`src/rtl/ifetch_buffer_pkg.sv`:
```
// rtl/ifetch_buffer_pkg.sv - shared constants and types for the instruction fetch buffer
package ifetch_buffer_pkg;

  localparam logic [31:0] PC_RESET_ADDR = 32'h1c00_0000;
  localparam int          DEPTH_DEFAULT = 4;

  typedef struct packed {
    logic [31:0] pc;
    logic [31:0] inst;
  } fetch_entry_t;

  // Fetch addresses are always word aligned; the low two bits are dropped.
  function automatic logic [31:0] align_pc(input logic [31:0] pc);
    return pc & 32'hffff_fffc;
  endfunction

endpackage

```
`src/rtl/ifetch_fifo.sv`:
```
// rtl/ifetch_fifo.sv - synchronous FIFO of {pc, inst} pairs with flush
module ifetch_fifo
  import ifetch_buffer_pkg::*;
#(
  parameter int DEPTH = DEPTH_DEFAULT
) (
  input  logic                         clk,
  input  logic                         rst,
  input  logic                         flush,
  input  logic                         push,
  input  logic [31:0]                  push_pc,
  input  logic [31:0]                  push_inst,
  input  logic                         pop,
  output logic [$clog2(DEPTH+1)-1:0]   count,
  output logic                         head_valid,
  output logic [31:0]                  head_pc,
  output logic [31:0]                  head_inst
);

  localparam int AW = $clog2(DEPTH);
  localparam int CW = $clog2(DEPTH+1);

  fetch_entry_t    mem [DEPTH];
  logic [AW-1:0]   wr_ptr;
  logic [AW-1:0]   rd_ptr;
  logic [CW-1:0]   count_q;
  logic            push_ok;
  logic            pop_ok;

  assign push_ok = push && (count_q != CW'(DEPTH));
  assign pop_ok  = pop && (count_q != '0);

  always_ff @(posedge clk or posedge rst) begin
    if (rst) begin
      wr_ptr  <= '0;
      rd_ptr  <= '0;
      count_q <= '0;
      for (int i = 0; i < DEPTH; i++) begin
        mem[i] <= '0;
      end
    end else if (flush) begin
      wr_ptr  <= '0;
      rd_ptr  <= '0;
      count_q <= '0;
    end else begin
      if (push_ok) begin
        mem[wr_ptr] <= '{pc: push_pc, inst: push_inst};
        wr_ptr      <= wr_ptr + AW'(1);
      end
      if (pop_ok) begin
        rd_ptr <= rd_ptr + AW'(1);
      end
      count_q <= count_q + CW'(push_ok) - CW'(pop_ok);
    end
  end

  // Head is read straight from storage; stale contents when empty are don't-care.
  assign count      = count_q;
  assign head_valid = (count_q != '0);
  assign head_pc    = mem[rd_ptr].pc;
  assign head_inst  = mem[rd_ptr].inst;

endmodule

```
`src/rtl/ifetch_buffer.sv`:
```
// rtl/ifetch_buffer.sv - sequential fetch PC generator feeding decode through a credit-limited FIFO
module ifetch_buffer
  import ifetch_buffer_pkg::*;
#(
  parameter logic [31:0] PC_RESET = PC_RESET_ADDR,
  parameter int          DEPTH    = DEPTH_DEFAULT
) (
  input  logic                         clk,
  input  logic                         rst,
  input  logic                         redirect_valid_i,
  input  logic [31:0]                  redirect_pc_i,
  output logic                         ram_en_o,
  output logic [31:0]                  ram_raddr_o,
  input  logic [31:0]                  ram_rdata_i,
  output logic                         inst_valid_o,
  input  logic                         inst_ready_i,
  output logic [31:0]                  inst_pc_o,
  output logic [31:0]                  inst_o,
  output logic [$clog2(DEPTH+1)-1:0]   buf_count_o
);

  localparam int CW = $clog2(DEPTH+1);

  logic [31:0]   fetch_pc;
  logic          inflight;
  logic [31:0]   inflight_pc;
  logic [CW-1:0] count;
  logic [CW:0]   credit_used;
  logic          pop;
  logic          push;

  assign pop  = inst_valid_o & inst_ready_i;
  assign push = inflight & ~redirect_valid_i;

  // The outstanding RAM read holds a slot so a returning word always fits.
  assign credit_used = {1'b0, count} + (CW+1)'(inflight) - (CW+1)'(pop);
  assign ram_en_o    = ~rst & ~redirect_valid_i & (credit_used < (CW+1)'(DEPTH));
  assign ram_raddr_o = fetch_pc;

  always_ff @(posedge clk or posedge rst) begin
    if (rst) begin
      fetch_pc    <= PC_RESET;
      inflight    <= 1'b0;
      inflight_pc <= '0;
    end else if (redirect_valid_i) begin
      fetch_pc <= align_pc(redirect_pc_i);
      inflight <= 1'b0;
    end else begin
      inflight <= ram_en_o;
      if (ram_en_o) begin
        fetch_pc    <= fetch_pc + 32'd4;
        inflight_pc <= fetch_pc;
      end
    end
  end

  ifetch_fifo #(
    .DEPTH (DEPTH)
  ) u_fifo (
    .clk        (clk),
    .rst        (rst),
    .flush      (redirect_valid_i),
    .push       (push),
    .push_pc    (inflight_pc),
    .push_inst  (ram_rdata_i),
    .pop        (pop),
    .count      (count),
    .head_valid (inst_valid_o),
    .head_pc    (inst_pc_o),
    .head_inst  (inst_o)
  );

  assign buf_count_o = count;

endmodule

```
`config.mk`:
```
export PLATFORM = sky130hd
export DESIGN_NAME = ifetch_buffer
export DESIGN_NICKNAME = d
export VERILOG_FILES = /design/src/rtl/ifetch_buffer_pkg.sv /design/src/rtl/ifetch_fifo.sv /design/src/rtl/ifetch_buffer.sv
export SDC_FILE = /design/constraint.sdc
export NUM_CORES = 1
export LEC_CHECK = 0
export BUFFER_PORTS_ARGS = -buffer_cell sky130_fd_sc_hd__buf_4
export CAP_MARGIN = 30
export CORE_UTILIZATION = 55
export DETAILED_ROUTE_END_ITERATION = 12
export PLACE_DENSITY_LB_ADDON = 0.12
export SETUP_SLACK_MARGIN = 0.02
export SLEW_MARGIN = 20
export SYNTH_ARGS = -nofsm -noshare
export SYNTH_HDL_FRONTEND = slang
export SYNTH_HIERARCHICAL = 1
export SYNTH_SLANG_ARGS = --single-unit
```
`constraint.sdc`:
```
create_clock -name clk -period 12.3 [get_ports clk]
set_input_delay 0.615 -clock clk [delete_from_list [all_inputs] [get_ports clk]]
set_output_delay 0.615 -clock clk [all_outputs]
set_load 0.02 [all_outputs]
```
=== After elaboration in Yosys (flattened, before gate mapping) ===
Cells that the tools add are included.

* $lt $le $gt $ge: 4
* Bitwise gates (word level): 8
* Equal/unequal tests: 1
* Reduce and logical (&&, ||, !) cells: 9
* $add $sub $neg: 7
* Muxes and demuxes: 14

{| class="wikitable"
|+ Operators by type and width
! cell !! number
|-
| $bwmux W256 || 1
|-
| $mux W64 || 3
|-
| $bmux W64 S2 || 1
|-
| $demux W64 S2 || 1
|-
| $mux W32 || 2
|-
| $add A32 B3 Y32 const B || 1
|-
| $mux W2 || 4
|-
| $ge A3 B3 Y1 const B || 2
|-
| $not A2 Y3 || 2
|-
| $reduce_bool A2 Y1 || 3
|-
| $add A2 B1 Y2 const B || 2
|-
| $add A3 B1 Y4 || 1
|-
| $and A1 B1 Y1 || 4
|-
| $lt A4 B3 Y1 const B || 1
|-
| $reduce_and A2 Y1 || 2
|-
| $sub A4 B1 Y4 || 1
|-
| $add A3 B1 Y3 || 1
|-
| $logic_and A1 B1 Y1 || 3
|-
| $lt A3 B1 Y1 const B || 1
|-
| $mux W3 || 1
|-
| $ne A3 B3 Y1 const B || 1
|-
| $reduce_bool A3 Y1 || 1
|-
| $sub A3 B1 Y3 || 1
|-
| $not A1 Y1 || 2
|-
| $mux W1 || 1
|}

* Output and inout port bits: 101
* Word-level logic and storage cells: 57
* Register bits: 328
* Bits of input ports: 68

=== Logic depth before layout (Yosys ltp) ===
* Depth after elaboration: 7
* Depth in mapped cells: 14
* Mapped depth without buffers: 12

=== Cells and area by module ===
The synthesis kept the hierarchy.

{| class="wikitable"
|+ By module, submodules not included
! module !! sequential area each (um^2) !! area each (um^2) !! times used !! cells an instance
|-
| ifetch_fifo || 6581.3 || 12742.2 || 1 || 665
|-
| ifetch_buffer || 1530.2 || 3264.4 || 1 || 316
|}

=== Worst setup path before layout ===
No wires, ideal clock.

* Kind: register -> output
* From: reg u_fifo.count_q[1] (netlist: u_fifo/count[1])
* To: out ram_en_o
* Data required time: 11.685 ns
* Slack: 8.764 ns
* Path buffers: 1
* Cell stages (with the launch flop): 8
* Arrival: 2.921 ns
* Path through: dfrtp_1 -> or3_1 -> and2_1 -> ha_1 -> nand3b_1 -> a211o_1 -> clkbuf_1 -> a311oi_1

* Cells in the longest elaborated chain, start to end: 5
* Elaborated cells on any way between the ends: 6
* Classes of those cells: add/sub (2); order compare (1); bitwise (2); reduce/logical (1)

{| class="wikitable"
|+ Ends and longest elaborated chain
! element !! RTL line !! RTL
|-
| from (decl) || ifetch_fifo.sv:26 || <nowiki>logic [CW-1:0] count_q;</nowiki>
|-
| from (signal assigned) || ifetch_fifo.sv:53 || <nowiki>count_q <= count_q + CW'(push_ok) - CW'(pop_ok);</nowiki>
|-
| $reduce_bool A3 Y1 || ifetch_fifo.sv:59 || <nowiki>assign head_valid = (count_q != '0);</nowiki>
|-
| via inst_valid_o || ifetch_buffer.sv:15 || <nowiki>output logic inst_valid_o,</nowiki>
|-
| $and A1 B1 Y1 || ifetch_buffer.sv:32 || <nowiki>assign pop = inst_valid_o & inst_ready_i;</nowiki>
|-
| via pop || ifetch_buffer.sv:29 || <nowiki>logic pop;</nowiki>
|-
| $sub A4 B1 Y4 || ifetch_buffer.sv:36 || <nowiki>assign credit_used = {1'b0, count} + (CW+1)'(inflight) - (CW+1)'(pop);</nowiki>
|-
| $lt A4 B3 Y1 || ifetch_buffer.sv:37 || <nowiki>assign ram_en_o = ~rst & ~redirect_valid_i & (credit_used < (CW+1)'(DEPTH));</nowiki>
|-
| $and A1 B1 Y1 || ifetch_buffer.sv:37 ||
|-
| to (decl) || ifetch_buffer.sv:12 || <nowiki>output logic ram_en_o,</nowiki>
|}

The timed path passes the listed nets, and every way through them passes these cells.

=== Worst setup path after layout ===
* From: reg u_fifo.count_q[1] (netlist: u_fifo/count[1])
* To: out ram_en_o

* Cells in the longest elaborated chain, start to end: 5
* Elaborated cells on any way between the ends: 6
* Classes of those cells: add/sub (2); order compare (1); bitwise (2); reduce/logical (1)

{| class="wikitable"
|+ Ends and longest elaborated chain
! element !! RTL line
|-
| $reduce_bool A3 Y1 || ifetch_fifo.sv:59
|-
| $and A1 B1 Y1 || ifetch_buffer.sv:32
|-
| via pop || ifetch_buffer.sv:29
|-
| $sub A4 B1 Y4 || ifetch_buffer.sv:36
|-
| $lt A4 B3 Y1 || ifetch_buffer.sv:37
|-
| $and A1 B1 Y1 || ifetch_buffer.sv:37
|}

The timed path passes the listed nets, and every way through them passes these cells.

==> impl_summary.log <==
INFO  metric outcome = complete, no violations
INFO  metric grt_util_met2 = 35.69%
INFO  metric clkSlewWorstSetupHoldPaths = 0.06 ns
INFO  metric syn_avg_cell_area = 16.32 um2
INFO  metric global_route.usage.total = 23.39%
INFO  metric path_common_cell = sky130_fd_sc_hd__ha_1
INFO  metric first_global_vias = 9557
INFO  metric ctsHtreeMaxLevel = 2
INFO  metric seq_area_frac_synth = 50.68%
INFO  metric synth_xor_xnor_area_share = 0.6566%
INFO  metric synth_top_family_by_area = multiplexers
INFO  metric floorplan.die_area = 29790 um2
INFO  metric synthTopCellsByArea = sky130_fd_sc_hd__dfrtp_1 (50%), sky130_fd_sc_hd__mux2_4 (23%), sky130_fd_sc_hd__mux4_2 (9.0%), sky130_fd_sc_hd__buf_12 (3.5%), sky130_fd_sc_hd__mux2_2 (2.3%)
INFO  metric area_growth_syn_to_layout = 14.35%
INFO  metric timing.final.setup_violations = 0
INFO  metric grt_util_met3 = 4.156%
INFO  metric tritoncts_clock_tree = done
INFO  metric worst-path-max-fanout = 15
INFO  metric synth.most_common_cell = sky130_fd_sc_hd__dfrtp_1
INFO  metric dp_hpwl = 20140 um
INFO  metric first_pass_grt_wire_length = 55490 um
INFO  metric post_synth_mux_area_share = 34.89%
INFO  metric most_crowded_layer_gr = met2
INFO  metric critical_path.endpoint_type = output pin
INFO  metric std_cell_rows = 62
INFO  metric worst_ir_drop_vdd = 0.0001164 V
INFO  metric post-route-min-period = 4.213 ns
INFO  metric crit_start_category = flop
INFO  metric timing.slew.headroom = 34.54%
INFO  metric number_of_instances_in_the_synthesized_netlist = 981
INFO  metric place_congestion = 0.8046
INFO  metric placedInstanceArea = 17110 um2
INFO  metric io_pins = 169
INFO  metric cts_hold_buf = 0
INFO  metric worstPathCellList = or3_1 -> and2_1 -> ha_1 -> inv_1 -> ha_1 -> nand3b_1 -> nand4_1 -> a311oi_1 -> buf_4
INFO  metric post-route-cell-area = 18300 um2
INFO  metric route.antenna.remaining_nets = 0
INFO  metric worst-endpoint-arrival = 3.60 ns
INFO  metric finalNetCount = 1219
INFO  metric synth_warnings = 6
INFO  metric root_buffer = sky130_fd_sc_hd__clkbuf_16
INFO  metric worst_skew_pair.late_latency = 0.51 ns
INFO  metric synthArstFlopShare = 100.0%
INFO  metric synthTopCellsByCount = sky130_fd_sc_hd__dfrtp_1 (321), sky130_fd_sc_hd__mux2_4 (240), sky130_fd_sc_hd__mux4_2 (64), sky130_fd_sc_hd__mux2_2 (32), sky130_fd_sc_hd__nor2_1 (30)
INFO  metric wire_per_inst = 21.65 um
INFO  metric detailroute.via_count = 8923
INFO  metric netlist-cell-type-count = 56
INFO  metric n_fill_cell = 2129
INFO  metric synth_adder_area_share = 0.9067%
INFO  metric drv_slew = 0
INFO  metric global_route.overflow_total = 0
INFO  metric max_cap_violations = 0
INFO  metric worst-endpoint-required = 11.69 ns
INFO  metric reg2reg_depth = 10
INFO  metric global_route.usage.met1 = 35.10%
INFO  metric tightestPinTransition = 0.9820 ns
INFO  metric cts_resized = 0
INFO  metric grt_max_degree = 123
INFO  metric drt_iter0_markers = 499
INFO  metric cpLargestDelayFamily = simple AND/OR/NAND/NOR gates
INFO  metric cts-buffers-inserted = 37
INFO  metric final.setup_skew = 0.01139 ns
INFO  metric min-delay-path-class = in2async
INFO  metric syn-cell-area = 16010 um2
INFO  metric crit_type = reg2out
INFO  metric max-clock-path-buffers = 3
INFO  metric synth-main-ff-cell = sky130_fd_sc_hd__dfrtp_1
INFO  metric insertedDiodeCount = 0
INFO  metric critPathMaxStageDelay = 0.63 ns
INFO  metric cts.sinks = 324
INFO  metric antenna_found_initial = 0
INFO  metric setup-tns-final = 0 ns
INFO  metric post_synth_and_or_nand_nor_area_fraction = 4.714%
INFO  metric detail_route.drc_violations = 0
INFO  metric start_util = 55.77%
INFO  metric pwr_density_cell = 209.6 nW/um2
INFO  metric final.period_utilization = 34.25%
INFO  metric worst_path_buf_inv = 2
INFO  metric number_of_storage_elements_in_the_synthesis_netlist = 324
INFO  metric yosys.area.top_type_share = 50.18%
INFO  metric die-height = 172.6 um
INFO  metric synth_area_in_compound_gates = 2.869%
INFO  metric width_of_the_die = 172.6 um
INFO  metric cp_depth = 9
INFO  metric max_freq = 237.4 MHz
INFO  metric post_cts.repair.setup_buffers = 0
INFO  metric netlist.top_cell.by_area = sky130_fd_sc_hd__dfrtp_1
INFO  metric synth_edf_count = 0
INFO  metric worst_path_slowest_cell = sky130_fd_sc_hd__nand4_1
INFO  metric layout-drive-gt1-share = 50.13%
INFO  metric fp.coreArea = 28700 um2
INFO  metric timing_hold_violations_final = 0
INFO  metric viasPerCell = 5.746
INFO  metric rsz_0062_raised_after_global_routing = no
INFO  metric drt_pre_antenna_iters = 4
INFO  metric totalWireLength = 33630 um
INFO  metric port-buffer-count = 164
INFO  metric total_leakage_power = 8.325 nW
-- metal layers --
metal  routed length, um  share of wire [%]
met1               15600                 46
met2               15720                 47
met3                1767                5.3
met4                 539                1.6
met5                   0                  0
-- flip-flops by register name, indices dropped and copies added, names as in the netlist --
name / flops
ram_raddr_o: 30
u_fifo/rd_ptr: 2
u_fifo/mem: 256
inflight: 1
inflight_pc: 30
u_fifo/count: 3
u_fifo/wr_ptr: 2
-- layout by cell type, fill, tap and decap left out, types with 4 or more instances in the layout --
| cell | count |
|---|---|
| sky130_fd_sc_hd__mux2_2 | 32 |
| sky130_fd_sc_hd__clkbuf_16 | 39 |
| sky130_fd_sc_hd__inv_1 | 18 |
| sky130_fd_sc_hd__clkbuf_1 | 12 |
| sky130_fd_sc_hd__xor2_1 | 4 |
| sky130_fd_sc_hd__and2_1 | 5 |
| sky130_fd_sc_hd__or4_1 | 10 |
| sky130_fd_sc_hd__mux4_2 | 64 |
| sky130_fd_sc_hd__xnor2_1 | 8 |
| sky130_fd_sc_hd__nand4_1 | 18 |
| sky130_fd_sc_hd__nor2_1 | 30 |
| sky130_fd_sc_hd__mux2_4 | 240 |
| sky130_fd_sc_hd__clkbuf_8 | 10 |
| sky130_fd_sc_hd__nand3_1 | 13 |
| sky130_fd_sc_hd__mux2_1 | 16 |
| sky130_fd_sc_hd__buf_4 | 174 |
| sky130_fd_sc_hd__and3_1 | 5 |
| sky130_fd_sc_hd__conb_1 | 10 |
| sky130_fd_sc_hd__and3_4 | 4 |
| sky130_fd_sc_hd__clkinv_2 | 6 |
| sky130_fd_sc_hd__dfrtp_1 | 319 |
| sky130_fd_sc_hd__a31oi_1 | 17 |
| sky130_fd_sc_hd__o21ai_0 | 13 |
| sky130_fd_sc_hd__or3_1 | 6 |
| sky130_fd_sc_hd__a311oi_1 | 8 |
| sky130_fd_sc_hd__ha_1 | 10 |
| sky130_fd_sc_hd__o31ai_1 | 9 |
| sky130_fd_sc_hd__nand2_1 | 22 |
-- final timing paths --
path / to / startpoint / slack, ns
min: ram_raddr_o[5] / rst / 0.15
max reg2reg: inflight_pc[21] / u_fifo/count[1] / 8.21
min in group clk: ram_raddr_o[20] / redirect_pc_i[20] / 0.32
max: ram_en_o / u_fifo/count[1] / 8.09
min reg2reg: u_fifo/mem[190] / u_fifo/mem[190] / 0.49
max in group asynchronous: u_fifo/mem[120] / rst / 10.47
-- worst reg2reg max path, cell delays in order, from the launching register on --
cell	delay (ns)
sky130_fd_sc_hd__dfrtp_1	0.50
sky130_fd_sc_hd__or3_1	0.41
sky130_fd_sc_hd__and2_1	0.21
sky130_fd_sc_hd__ha_1	0.19
sky130_fd_sc_hd__inv_1	0.05
sky130_fd_sc_hd__ha_1	0.21
sky130_fd_sc_hd__nand3b_1	0.13
sky130_fd_sc_hd__nand4_1	0.63
sky130_fd_sc_hd__a311oi_4	0.79
sky130_fd_sc_hd__buf_4	0.46
sky130_fd_sc_hd__mux2_2	0.40
-- area by class of cell --
| cell class | count | area, um2 | area share, % |
|---|---|---|---|
| inverter | 20 | 82.58 | 0.4512 |
| tap | 384 | 480.5 | 2.625 |
| clock inverter | 7 | 38.79 | 0.2119 |
| multi-input combinational | 582 | 7098 | 38.78 |
| timing repair buffer | 175 | 1326 | 7.246 |
| sequential | 324 | 8119 | 44.36 |
| clock buffer | 61 | 1159 | 6.330 |
-- power by group --
group | leakage [nW] | switching (mW) | internal [mW]
Clock | 0.595 | 0.425 | 0.643
Sequential | 4.23 | 0.221 | 1.33
Combinational | 3.50 | 0.534 | 0.685
Total | 8.33 | 1.18 | 2.66
-- metrics by stage --
step	power, mW	cells	setup WS [ns]	util [%]	hold slack (ns)
after floorplan	2.391	990	4.445	-	0.4526
after global placement	2.756	1484	8.291	59.53	0.4640
after detailed placement	2.787	1485	8.251	59.60	0.4741
after CTS	3.877	1553	8.111	63.77	0.1443
after global routing	4.036	1553	7.907	63.77	0.1595
final	3.837	1553	8.087	63.77	0.1544
-- cell families after synthesis --
family | after synthesis
AOI/OAI and AO/OA | 63
DFF | 324
other | 1
muxes | 352
buffers and inverters | 84
xor gates and xnor gates | 12
adders and majority gates | 11
and+or+nand+nor | 134
No activity file was read; power rests on OpenSTA's default activity.
